[src/rtl/ad9250_pack_pkg.sv]
// ad9250_pack_pkg: shared word/sample widths and channel enable modes for the AD9250 DMA packer
package ad9250_pack_pkg;
   localparam int WORD_W   = 64;
   localparam int SAMPLE_W = 16;
   localparam int CH_W     = 2 * SAMPLE_W;
   typedef enum logic [1:0] {NONE = 2'b00, A_ONLY = 2'b01, B_ONLY = 2'b10, BOTH = 2'b11} mode_t;
endpackage

[src/rtl/ad9250_dma_pack_if.sv]
// ad9250_dma_pack_if: valid/ready DMA word stream with optional packet-last marker
interface ad9250_dma_pack_if;
   import ad9250_pack_pkg::*;
   logic              valid;
   logic [WORD_W-1:0] data;
   logic              last;
   logic              ready;
   modport master (output valid, data, last, input ready);
   modport slave  (input valid, data, last, output ready);
endinterface

[src/rtl/ad9250_pack_fifo.sv]
// ad9250_pack_fifo: single-clock word FIFO with registered output stage and occupancy count
module ad9250_pack_fifo
   import ad9250_pack_pkg::*;
#(
   parameter int DEPTH = 16
) (
   input  logic                     clk,
   input  logic                     rst_n,
   input  logic                     wr_req,
   input  logic [WORD_W-1:0]        wr_data,
   input  logic                     rd_ready,
   output logic                     rd_valid,
   output logic [WORD_W-1:0]        rd_data,
   output logic [$clog2(DEPTH):0]   level,
   output logic                     full
);
   localparam int AW = $clog2(DEPTH);
   logic [WORD_W-1:0] mem [DEPTH];
   logic [AW:0]       wr_ptr, wr_ptr_q, rd_ptr;
   logic              wr_en, xfer, load;
   // the output stage only sees words one edge after they land, like a registered RAM read
   always_comb begin
      full  = level == (AW+1)'(DEPTH);
      wr_en = wr_req & ~full;
      xfer  = rd_valid & rd_ready;
      load  = (rd_ptr != wr_ptr_q) & (~rd_valid | rd_ready);
   end
   always_ff @(posedge clk)
      if (wr_en) mem[wr_ptr[AW-1:0]] <= wr_data;
   always_ff @(posedge clk or negedge rst_n)
      if (!rst_n) begin
         wr_ptr   <= '0;
         wr_ptr_q <= '0;
         rd_ptr   <= '0;
         level    <= '0;
         rd_valid <= 1'b0;
         rd_data  <= '0;
      end else begin
         wr_ptr   <= wr_ptr + (AW+1)'(wr_en);
         wr_ptr_q <= wr_ptr;
         rd_ptr   <= rd_ptr + (AW+1)'(load);
         level    <= level + (AW+1)'(wr_en) - (AW+1)'(xfer);
         if (load) begin
            rd_valid <= 1'b1;
            rd_data  <= mem[rd_ptr[AW-1:0]];
         end else if (xfer) rd_valid <= 1'b0;
      end
endmodule

[src/rtl/ad9250_dma_pack.sv]
// ad9250_dma_pack: packs AD9250 A/B samples into 64-bit DMA words; AD9250_DMA_PACK_LAST_EN enables dma_last framing
module ad9250_dma_pack
   import ad9250_pack_pkg::*;
#(
   parameter int FIFO_DEPTH = 16,
   parameter int PKT_WORDS  = 256
) (
   input  logic                          adc_clk,
   input  logic                          adc_rstn,
   input  logic                          adc_valid_a,
   input  logic                          adc_enable_a,
   input  logic [CH_W-1:0]               adc_data_a,
   input  logic                          adc_valid_b,
   input  logic                          adc_enable_b,
   input  logic [CH_W-1:0]               adc_data_b,
   output logic                          adc_dovf,
   ad9250_dma_pack_if.master             dma,
   output logic [$clog2(FIFO_DEPTH):0]   fifo_level
);
   mode_t             mode, mode_q;
   logic              chg, beat, single, phase, ph, word_vld, full;
   logic [CH_W-1:0]   held, sel;
   logic [WORD_W-1:0] word;
   // an enable change restarts the pairing so the beat in that cycle is packed under the new mode
   always_comb begin
      mode     = mode_t'({adc_enable_b, adc_enable_a});
      chg      = mode != mode_q;
      beat     = adc_valid_a & adc_valid_b;
      single   = mode == A_ONLY || mode == B_ONLY;
      ph       = phase & ~chg;
      sel      = adc_enable_a ? adc_data_a : adc_data_b;
      word_vld = beat & (mode == BOTH || (single & ph));
      word     = mode == BOTH ? {adc_data_b, adc_data_a} : {sel, held};
   end
   always_ff @(posedge adc_clk or negedge adc_rstn)
      if (!adc_rstn) begin
         mode_q   <= NONE;
         phase    <= 1'b0;
         held     <= '0;
         adc_dovf <= 1'b0;
      end else begin
         mode_q   <= mode;
         phase    <= (single & beat) ? ~ph : ph;
         held     <= (single & beat & ~ph) ? sel : (chg ? '0 : held);
         adc_dovf <= word_vld & full;
      end
   ad9250_pack_fifo #(.DEPTH(FIFO_DEPTH)) u_fifo (
      .clk      (adc_clk),
      .rst_n    (adc_rstn),
      .wr_req   (word_vld),
      .wr_data  (word),
      .rd_ready (dma.ready),
      .rd_valid (dma.valid),
      .rd_data  (dma.data),
      .level    (fifo_level),
      .full     (full)
   );
`ifdef AD9250_DMA_PACK_LAST_EN
   localparam int CW = $clog2(PKT_WORDS);
   logic [CW-1:0] pkt_cnt;
   logic          pkt_end;
   always_comb begin
      pkt_end  = pkt_cnt == CW'(PKT_WORDS - 1);
      dma.last = dma.valid & pkt_end;
   end
   always_ff @(posedge adc_clk or negedge adc_rstn)
      if (!adc_rstn) pkt_cnt <= '0;
      else if (dma.valid & dma.ready) pkt_cnt <= pkt_end ? '0 : pkt_cnt + CW'(1);
`else
   always_comb dma.last = 1'b0;
`endif
endmodule

[src/flat_wrapper.sv]
// flat-port wrapper written by rule: the top's interface ports become plain ports
module ad9250_dma_pack_flat import ad9250_pack_pkg::*;
#(
   parameter int FIFO_DEPTH = 16,
   parameter int PKT_WORDS  = 256
)
  (adc_clk, adc_rstn, adc_valid_a, adc_enable_a, adc_data_a, adc_valid_b, adc_enable_b, adc_data_b, adc_dovf, fifo_level, dma_valid, dma_data, dma_last, dma_ready);
  ad9250_dma_pack_if dma_i ();
  input  logic adc_clk;
  input  logic adc_rstn;
  input  logic adc_valid_a;
  input  logic adc_enable_a;
  input  logic [CH_W-1:0] adc_data_a;
  input  logic adc_valid_b;
  input  logic adc_enable_b;
  input  logic [CH_W-1:0] adc_data_b;
  output logic adc_dovf;
  output logic [$clog2(FIFO_DEPTH):0] fifo_level;
  output wire logic [$bits(dma_i.valid)-1:0] dma_valid;
  output wire logic [$bits(dma_i.data)-1:0] dma_data;
  output wire logic [$bits(dma_i.last)-1:0] dma_last;
  input wire logic [$bits(dma_i.ready)-1:0] dma_ready;
  assign dma_valid = dma_i.valid;
  assign dma_data = dma_i.data;
  assign dma_last = dma_i.last;
  assign dma_i.ready = dma_ready;
  ad9250_dma_pack #(.FIFO_DEPTH(FIFO_DEPTH), .PKT_WORDS(PKT_WORDS)) u_core (.adc_clk(adc_clk), .adc_rstn(adc_rstn), .adc_valid_a(adc_valid_a), .adc_enable_a(adc_enable_a), .adc_data_a(adc_data_a), .adc_valid_b(adc_valid_b), .adc_enable_b(adc_enable_b), .adc_data_b(adc_data_b), .adc_dovf(adc_dovf), .dma(dma_i), .fifo_level(fifo_level));
endmodule
[config.mk]
export PLATFORM = sky130hd
export DESIGN_NAME = ad9250_dma_pack_flat
export DESIGN_NICKNAME = d
export VERILOG_FILES = /design/src/rtl/ad9250_pack_pkg.sv /design/src/rtl/ad9250_dma_pack_if.sv /design/src/rtl/ad9250_pack_fifo.sv /design/src/rtl/ad9250_dma_pack.sv /design/src/flat_wrapper.sv
export SDC_FILE = /design/constraint.sdc
export NUM_CORES = 1
export LEC_CHECK = 0
export CORE_ASPECT_RATIO = 1.4
export CORE_MARGIN = 5
export CORE_UTILIZATION = 65
export CTS_CLUSTER_DIAMETER = 60
export DETAILED_ROUTE_END_ITERATION = 6
export DONT_BUFFER_PORTS = 1
export GPL_TIMING_DRIVEN = 0
export PLACE_DENSITY = 0.81
export SLEW_MARGIN = 20
export SYNTH_ARGS = -nofsm -noshare
export SYNTH_HDL_FRONTEND = slang
export SYNTH_SLANG_ARGS = --single-unit
export TNS_END_PERCENT = 20
[constraint.sdc]
create_clock -name adc_clk -period 16.85 [get_ports adc_clk]
set_clock_uncertainty 0.05 [all_clocks]
set_input_delay 0.8425 -clock adc_clk [delete_from_list [all_inputs] [get_ports adc_clk]]
set_output_delay 0.8425 -clock adc_clk [all_outputs]
set_load 0.005 [all_outputs]
==> results of run 1 <==
## routing by layer
metal  vias up  global-route usage, %  share of wire (%)
li1       8933                      -                  -
met2      2054                   53.3                 50
met1     12200                   42.6                 32
met5         -                      0              0.012
met4         2                   14.9                5.2
met3       371                   8.32                 13
## worst max-delay path, delay by kind of cell
kind / cells / cell delay (ps)
simple gates: 2 / 1150
buf+inv: 7 / 2040
xor+xnor: 1 / 240
compound gates: 1 / 230
## where the power goes
group	leakage (nW)	internal, mW	switching [mW]	total, mW
Combinational	4.49	0.923	1.22	2.15
Clock	1.63	1.27	1.07	2.35
Sequential	10.8	3.26	0.100	3.36
## synthesized netlist by cell type (11+ instances only)
cell | instances | area (sq um)
buf_1 | 12 | 45.0
nor3_1 | 11 | 55.1
edfxtp_1 | 1024 | 30700
mux4_2 | 256 | 5770
a22oi_1 | 128 | 961
a22o_1 | 32 | 280
buf_4 | 14 | 105
ha_1 | 12 | 150
buf_6 | 14 | 158
nand2_1 | 70 | 263
clkbuf_1 | 64 | 240
mux2_2 | 160 | 1800
dfrtp_1 | 121 | 3030
buf_2 | 14 | 70.1
## cells by family after synthesis
| group | Yosys count | share of synthesized area, % |
|---|---|---|
| buffers and inverters | 128 | 1.49 |
| other | 1 | 0.00850 |
| and+or+nand+nor | 110 | 1.11 |
| adders and majority gates | 13 | 0.386 |
| xor gates and xnor gates | 17 | 0.338 |
| DFF | 1145 | 76.6 |
| AOI/OAI and AO/OA | 166 | 2.91 |
| muxes | 416 | 17.2 |
## how the worst max path moves through the flow
stage               slack, ps  cells after the start         start                        end
detailed placement      12110                     11  adc_enable_a   u_core.u_fifo.mem[1][45]
global placement          280                      6  adc_enable_a  u_core.u_fifo.mem[12][54]
CTS                     12800                     12  adc_enable_a   u_core.u_fifo.mem[5][51]
global route            12600                     12  adc_enable_a   u_core.u_fifo.mem[5][51]
floorplan                8230                      6  adc_enable_a    u_core.u_fifo.mem[1][0]
finish                  12640                     11  adc_enable_a   u_core.u_fifo.mem[1][45]
## final cells by class
cell class	instances	area, sq um
multi-input combinational	723	9750
inverter	10	37.5
clock inverter	60	562
clock buffer	134	2790
timing repair buffer	176	1270
buffer	118	618
fill	3553	17600
tap	862	1080
sequential	1145	33800
antenna	17	42.5
## cells in the final DEF, fill, tap and decap left out, types with 3 or more instances in the layout
master / count
xnor2_1: 10
a22o_1: 32
a22oi_1: 128
clkinvlp_4: 8
nor4_2: 6
bufinv_16: 6
clkinv_1: 16
clkbuf_1: 85
diode_2: 17
clkbuf_8: 10
nor3_2: 9
buf_2: 74
ha_1: 12
clkinv_2: 21
mux4_2: 256
buf_1: 12
xor2_1: 7
dfrtp_1: 121
buf_12: 3
edfxtp_1: 1024
mux2_2: 160
buf_4: 114
nand2b_1: 4
nand3_1: 5
clkbuf_16: 103
nand2_1: 70
buf_6: 26
inv_16: 3
clkinv_8: 3
inv_1: 10
nor2b_1: 4
## flip-flops by register name (all words and copies together), names as in the netlist, 2 cells and up
name,count
u_core.u_fifo.mem,1024
u_core.u_fifo.rd_data,64
u_core.held,32
u_core.u_fifo.level,5
u_core.u_fifo.rd_ptr,5
u_core.u_fifo.wr_ptr,5
u_core.u_fifo.wr_ptr_q,5
u_core.mode_q,2
## through the flow
| step | power (mW) | hold slack [ps] |
|---|---|---|
| 6_report | 7.85 | 87.6 |
| 5_1_grt | 8.12 | 131 |
| 4_1_cts | 7.85 | 105 |
| 3_5_place_dp | 5.49 | 313 |
| 3_3_place_gp | 5.41 | 308 |
| 2_1_floorplan | 4.83 | 302 |
## repair_timing
action | in CTS | in global routing
setup buffers | 0 | 0
hold endpoints to repair | 121 | 0
hold buffers | 1 | 0
setup endpoints to repair | 0 | 0
==> summary.txt, run 1 <==
Run status
  • Status: completed

Routing
  • 1st-iter DRT viols: 3,841
  • Vias post-DR: 23,500
  • Via/cell ratio: 7.25
  • Drt drc: 0
  • WL/cell: 36.9 um
  • Routed wire length: 120 mm
  • DRT Pass-1 Iters: 6
  • Antenna viol nets, final: 0

Critical path
  • Setup crit end kind: register
  • Worst path max stage delay: 800 ps
  • Critical path, cell by cell: clkbuf_1, xnor2_1, a41oi_1, or3_1, buf_2, nor4_2, buf_4, buf_2, buf_4, buf_2, buf_2
  • Flop2flop setup slack: 13,060 ps
  • Critical path class: input pin to register
  • Cell mode on critical path: buf_2
  • CP Launch Type: input pin
  • FF-to-FF End: u_core.u_fifo.mem[1][45]
  • Slowest CP cell: nor4_2
  • FF-to-FF Start: u_core.mode_q[1]
  • Crit path max fanout: 9
  • R2R cell count: 10
  • Req. time, crit path: 17,180 ps
  • Data arrival time of the critical path: 4540 ps

Floorplanning
  • # rows: 113
  • Io pins: 143
  • Die Span X: 230 um
  • Core Region: 67,600 sq um
  • Die height: 318 um
  • Initial Util: 65.2%
  • DIE AREA: 73,200 sq um

CTS
  • Clk sinks: 1,145
  • CTS root buf: clkbuf_16
  • Worst skew pair latency: 700 ps
  • Bufs on Longest Clock Path: 3
  • Cts repair resizes: 0
  • CTS buffer count: 102
  • TritonCTS clock tree: yes
  • Clk slew on worst S/H paths: 60 ps
  • H-tree depth: 3

Finish
  • Layout area overhead: 13.3%
  • Final core occ: 73.9%
  • Non-filler cells, final: 3,245
  • Design Area, Final: 49,900 sq um
  • Final nets: 2,360
  • Layout cells sized above 1: 34.2%

Place
  • PortBufs: 0
  • HPWL Detailed: 76.9 mm
  • RD Place Congestion: 0.808
  • Placed insts: 3,033
  • Post-place setup slack: 12,110 ps
  • Area after DPL: 46,500 sq um

Timing
  • RSZ-0062 raised after global routing: false
  • Fmax: 238 MHz
  • Hold Fails Final Rpt: 0
  • Rel. slew slack: 24.1%
  • Final Setup Violations: 0
  • Tightest Pin Transition: 1140 ps
  • Final setup margin: 12,640 ps
  • Tcrit/Tclk final: 25.0%
  • Setup tns final: 0 ps
  • Fin. max-slew vios: 0
  • Final min period: 4210 ps

Synthesis
  • Yosys reg bits: 1,145
  • Post-synthesis cell count: 1,996
  • Synth Warn #: 0
  • Top FF cell, synth: edfxtp_1
  • Async S/R FF share, synth: 10.6%
  • Avg Cell Area, Syn: 22.1 sq um
  • Post-synth EDFFs: 1,024
  • Mapped Area: 44,100 sq um
  • Sequential fraction of the synthesis area: 76.6%
  • Synthesized net count: 2,080
  • Yosys cell types: 35

Power
  • Pleak: 16.9 nW
  • PwrDens: 157 nW/um^2
  • Maximum VDD drop: 0.105 mV

Global routing
  • Total congestion overflow: 0
  • First-pass GRT wire length: 171 mm
  • Initial antenna violation count: 14
  • Vias in the first global route: 24,400
  • Total GRT Usage: 32.7%
  • Largest net degree at the start of global routing: 122

Job
  • Max Cap Violations: 0

Min path
  • Worst min-delay path class: input pin to async pin
Note: power is estimated with default switching activity, not from simulation.
==> run 2: changes to the inputs <==
--- a/config.mk
+++ b/config.mk
@@ -7,12 +7,12 @@
 export LEC_CHECK = 0
 export CORE_ASPECT_RATIO = 1.4
 export CORE_MARGIN = 5
-export CORE_UTILIZATION = 65
+export CORE_UTILIZATION = 63
 export CTS_CLUSTER_DIAMETER = 60
 export DETAILED_ROUTE_END_ITERATION = 6
 export DONT_BUFFER_PORTS = 1
 export GPL_TIMING_DRIVEN = 0
-export PLACE_DENSITY = 0.81
+export PLACE_DENSITY = 0.79
 export SLEW_MARGIN = 20
 export SYNTH_ARGS = -nofsm -noshare
 export SYNTH_HDL_FRONTEND = slang
==> constraint.sdc (replaced) <==
create_clock -name adc_clk -period 4.2 [get_ports adc_clk]
set_clock_uncertainty 0.05 [all_clocks]
set_input_delay 0.21 -clock adc_clk [delete_from_list [all_inputs] [get_ports adc_clk]]
set_output_delay 0.21 -clock adc_clk [all_outputs]
set_load 0.005 [all_outputs]
==> run 2 against run 1 <==
Compared with the run above: cell area is 2.4% higher; clock-buffer cell count rose by 1; first-iteration DRC count fell by 5.6%; non-clock buffer count grew 27; sequential power rose to 4.0 times the previous value; critical path type is now register to register; largest power group unchanged; cell count grew 2.5%; combinational power rose to 4.1 times the previous value.
==> summary.txt, run 2 (same netlist as run 1, synthesis figures left out) <==
Finish
  • Final core occ: 74.0%
  • Layout area overhead: 16.0%
  • Final nets: 2,385
  • Most common cell after layout, fill and taps aside: edfxtp_1
  • Non-filler cells, final: 3,327
  • Commonest cells after routing, fill and taps aside: 1,024 x edfxtp_1, 256 x mux4_2, 160 x mux2_2
  • Layout cells sized above 1: 30.4%
  • Design Area, Final: 51,200 sq um
  • Max reg flops: 1,024

Timing
  • Tightest Pin Transition: 1090 ps
  • Final Setup Violations: 0
  • RSZ-0062 raised after global routing: false
  • Fmax: 262 MHz
  • Hold Fails Final Rpt: 0
  • Final min period: 3810 ps
  • Fin. max-slew vios: 0
  • Final setup margin: 390 ps
  • Tcrit/Tclk final: 90.7%
  • Rel. slew slack: 27.2%

Place
  • HPWL Detailed: 73.8 mm
  • Post-place setup slack: 99.2 ps
  • Area after DPL: 46,900 sq um
  • Placed insts: 3,028
  • PortBufs: 0
  • RD Place Congestion: 0.809

Min path
  • Min-Delay Path Depth: 1
  • Worst Hold Launch: adc_data_b[19]
  • Worst min-delay path class: input pin to register
  • Hold Path Sink: u_core.u_fifo.mem[0][51]

Critical path
  • R2R cell count: 16
  • Critical path class: register to register
  • Flop2flop setup slack: 390 ps
  • FF-to-FF Start: u_core.u_fifo.level[2]
  • Data arrival time of the critical path: 4350 ps
  • FF-to-FF End: u_core.u_fifo.level[4]
  • CP Launch Type: register
  • CP Launch Point: u_core.u_fifo.level[2]
  • Setup crit end kind: register
  • Crit path max fanout: 10
  • Req. time, crit path: 4740 ps

Global routing
  • Largest net degree at the start of global routing: 122
  • Vias in the first global route: 24,300
  • Initial antenna violation count: 13
  • Total GRT Usage: 32.3%
  • First-pass GRT wire length: 171 mm
  • Total congestion overflow: 0

Power
  • Pleak: 17.1 nW
  • PwrDens: 616 nW/um^2
  • Maximum VDD drop: 0.430 mV
  • Total power: 31.5 mW

CTS
  • CTS buffer count: 100
  • Post-CTS Setup Bufs: 0
  • Bufs on Longest Clock Path: 3
  • Post-CTS Hold Fix Bufs: 99
  • Worst skew pair latency: 710 ps
  • CTS root buf: clkbuf_16
  • TritonCTS clock tree: yes
  • Clk sinks: 1,145
  • Clk slew on worst S/H paths: 70 ps
  • Cts repair resizes: 0
  • H-tree depth: 3

Routing
  • Via/cell ratio: 7.04
  • Vias post-DR: 23,400
  • DRT Pass-1 Iters: 6
  • Routed wire length: 121 mm
  • WL/cell: 36.2 um
  • 1st-iter DRT viols: 3,626
  • Drt drc: 0
  • Antenna viol nets, final: 0

Run status
  • Status: completed

Job
  • Max Cap Violations: 0

Floorplanning
  • Die Span X: 234 um
  • Die height: 323 um
  • Initial Util: 63.7%
  • Io pins: 143
  • Core Region: 69,200 sq um
  • # rows: 114
  • DIE AREA: 75,500 sq um
run 2: changes by cell type in the layout (fill, tap and decap cells not counted), moves of 8 or more:
cell           delta
buf_2            -60
buf_6            +23
nor3_2            -9
buf_16            +8
nor3_4            +9
dlygate4sd3_1    +98
buf_4            -81
buf_8            +40
run 2: cell type report:
cell class	instances	area [sq um]
Multi-Input combinational cell	723	9860
Inverter	10	37.5
Fill cell	3567	18000
Antenna cell	12	30.0
Tap cell	928	1160
Buffer	118	618
Clock buffer	135	2710
Timing Repair Buffer	203	2410
Sequential cell	1145	33800
Clock inverter	53	561
run 2: worst max path at each step:
stage / to / slack (ps)
final: u_core.u_fifo.level[4] / 390
after global routing: u_core.u_fifo.level[4] / 30
after global placement: u_core.u_fifo.mem[12][45] / -6040
after detailed placement: u_core.u_fifo.mem[11][44] / 100
after CTS: u_core.u_fifo.level[4] / 210
after floorplan: u_core.u_fifo.mem[12][0] / -1160
run 2: report_power, final:
group,internal (mW),switching [mW]
sequential,13.1,0.408
combinational,3.78,5.01
clock,5.07,4.19
total,21.9,9.60
run 2: stage by stage:
step           hold WS, ps  TNS [ps]
2_1_floorplan         -136   -629350
3_3_place_gp          -130  -4569910
3_5_place_dp          -131         0
4_1_cts              0.448         0
5_1_grt              0.426         0
6_report              24.1         0
run 2: critical path, cell delays in order (launching register included):
cell,delay (ps)
dfrtp_1,410
inv_1,100
ha_1,140
nand2_1,50
nor3_1,410
or3_1,250
buf_2,390
buf_2,480
ha_1,320
inv_1,60
ha_1,160
inv_1,60
fa_1,430
inv_1,70
a21oi_1,60
o21bai_1,150
xnor2_1,140
run 2: routing by layer:
layer	track usage, %	vias to the layer above	wire length (um)	part of all wire (%)
met4	14.1	10	6560	5.4
met5	0	-	73	0.061
li1	-	8969	-	-
met3	8.38	427	15300	13
met1	41.0	12000	38100	32
met2	53.6	1998	60500	50
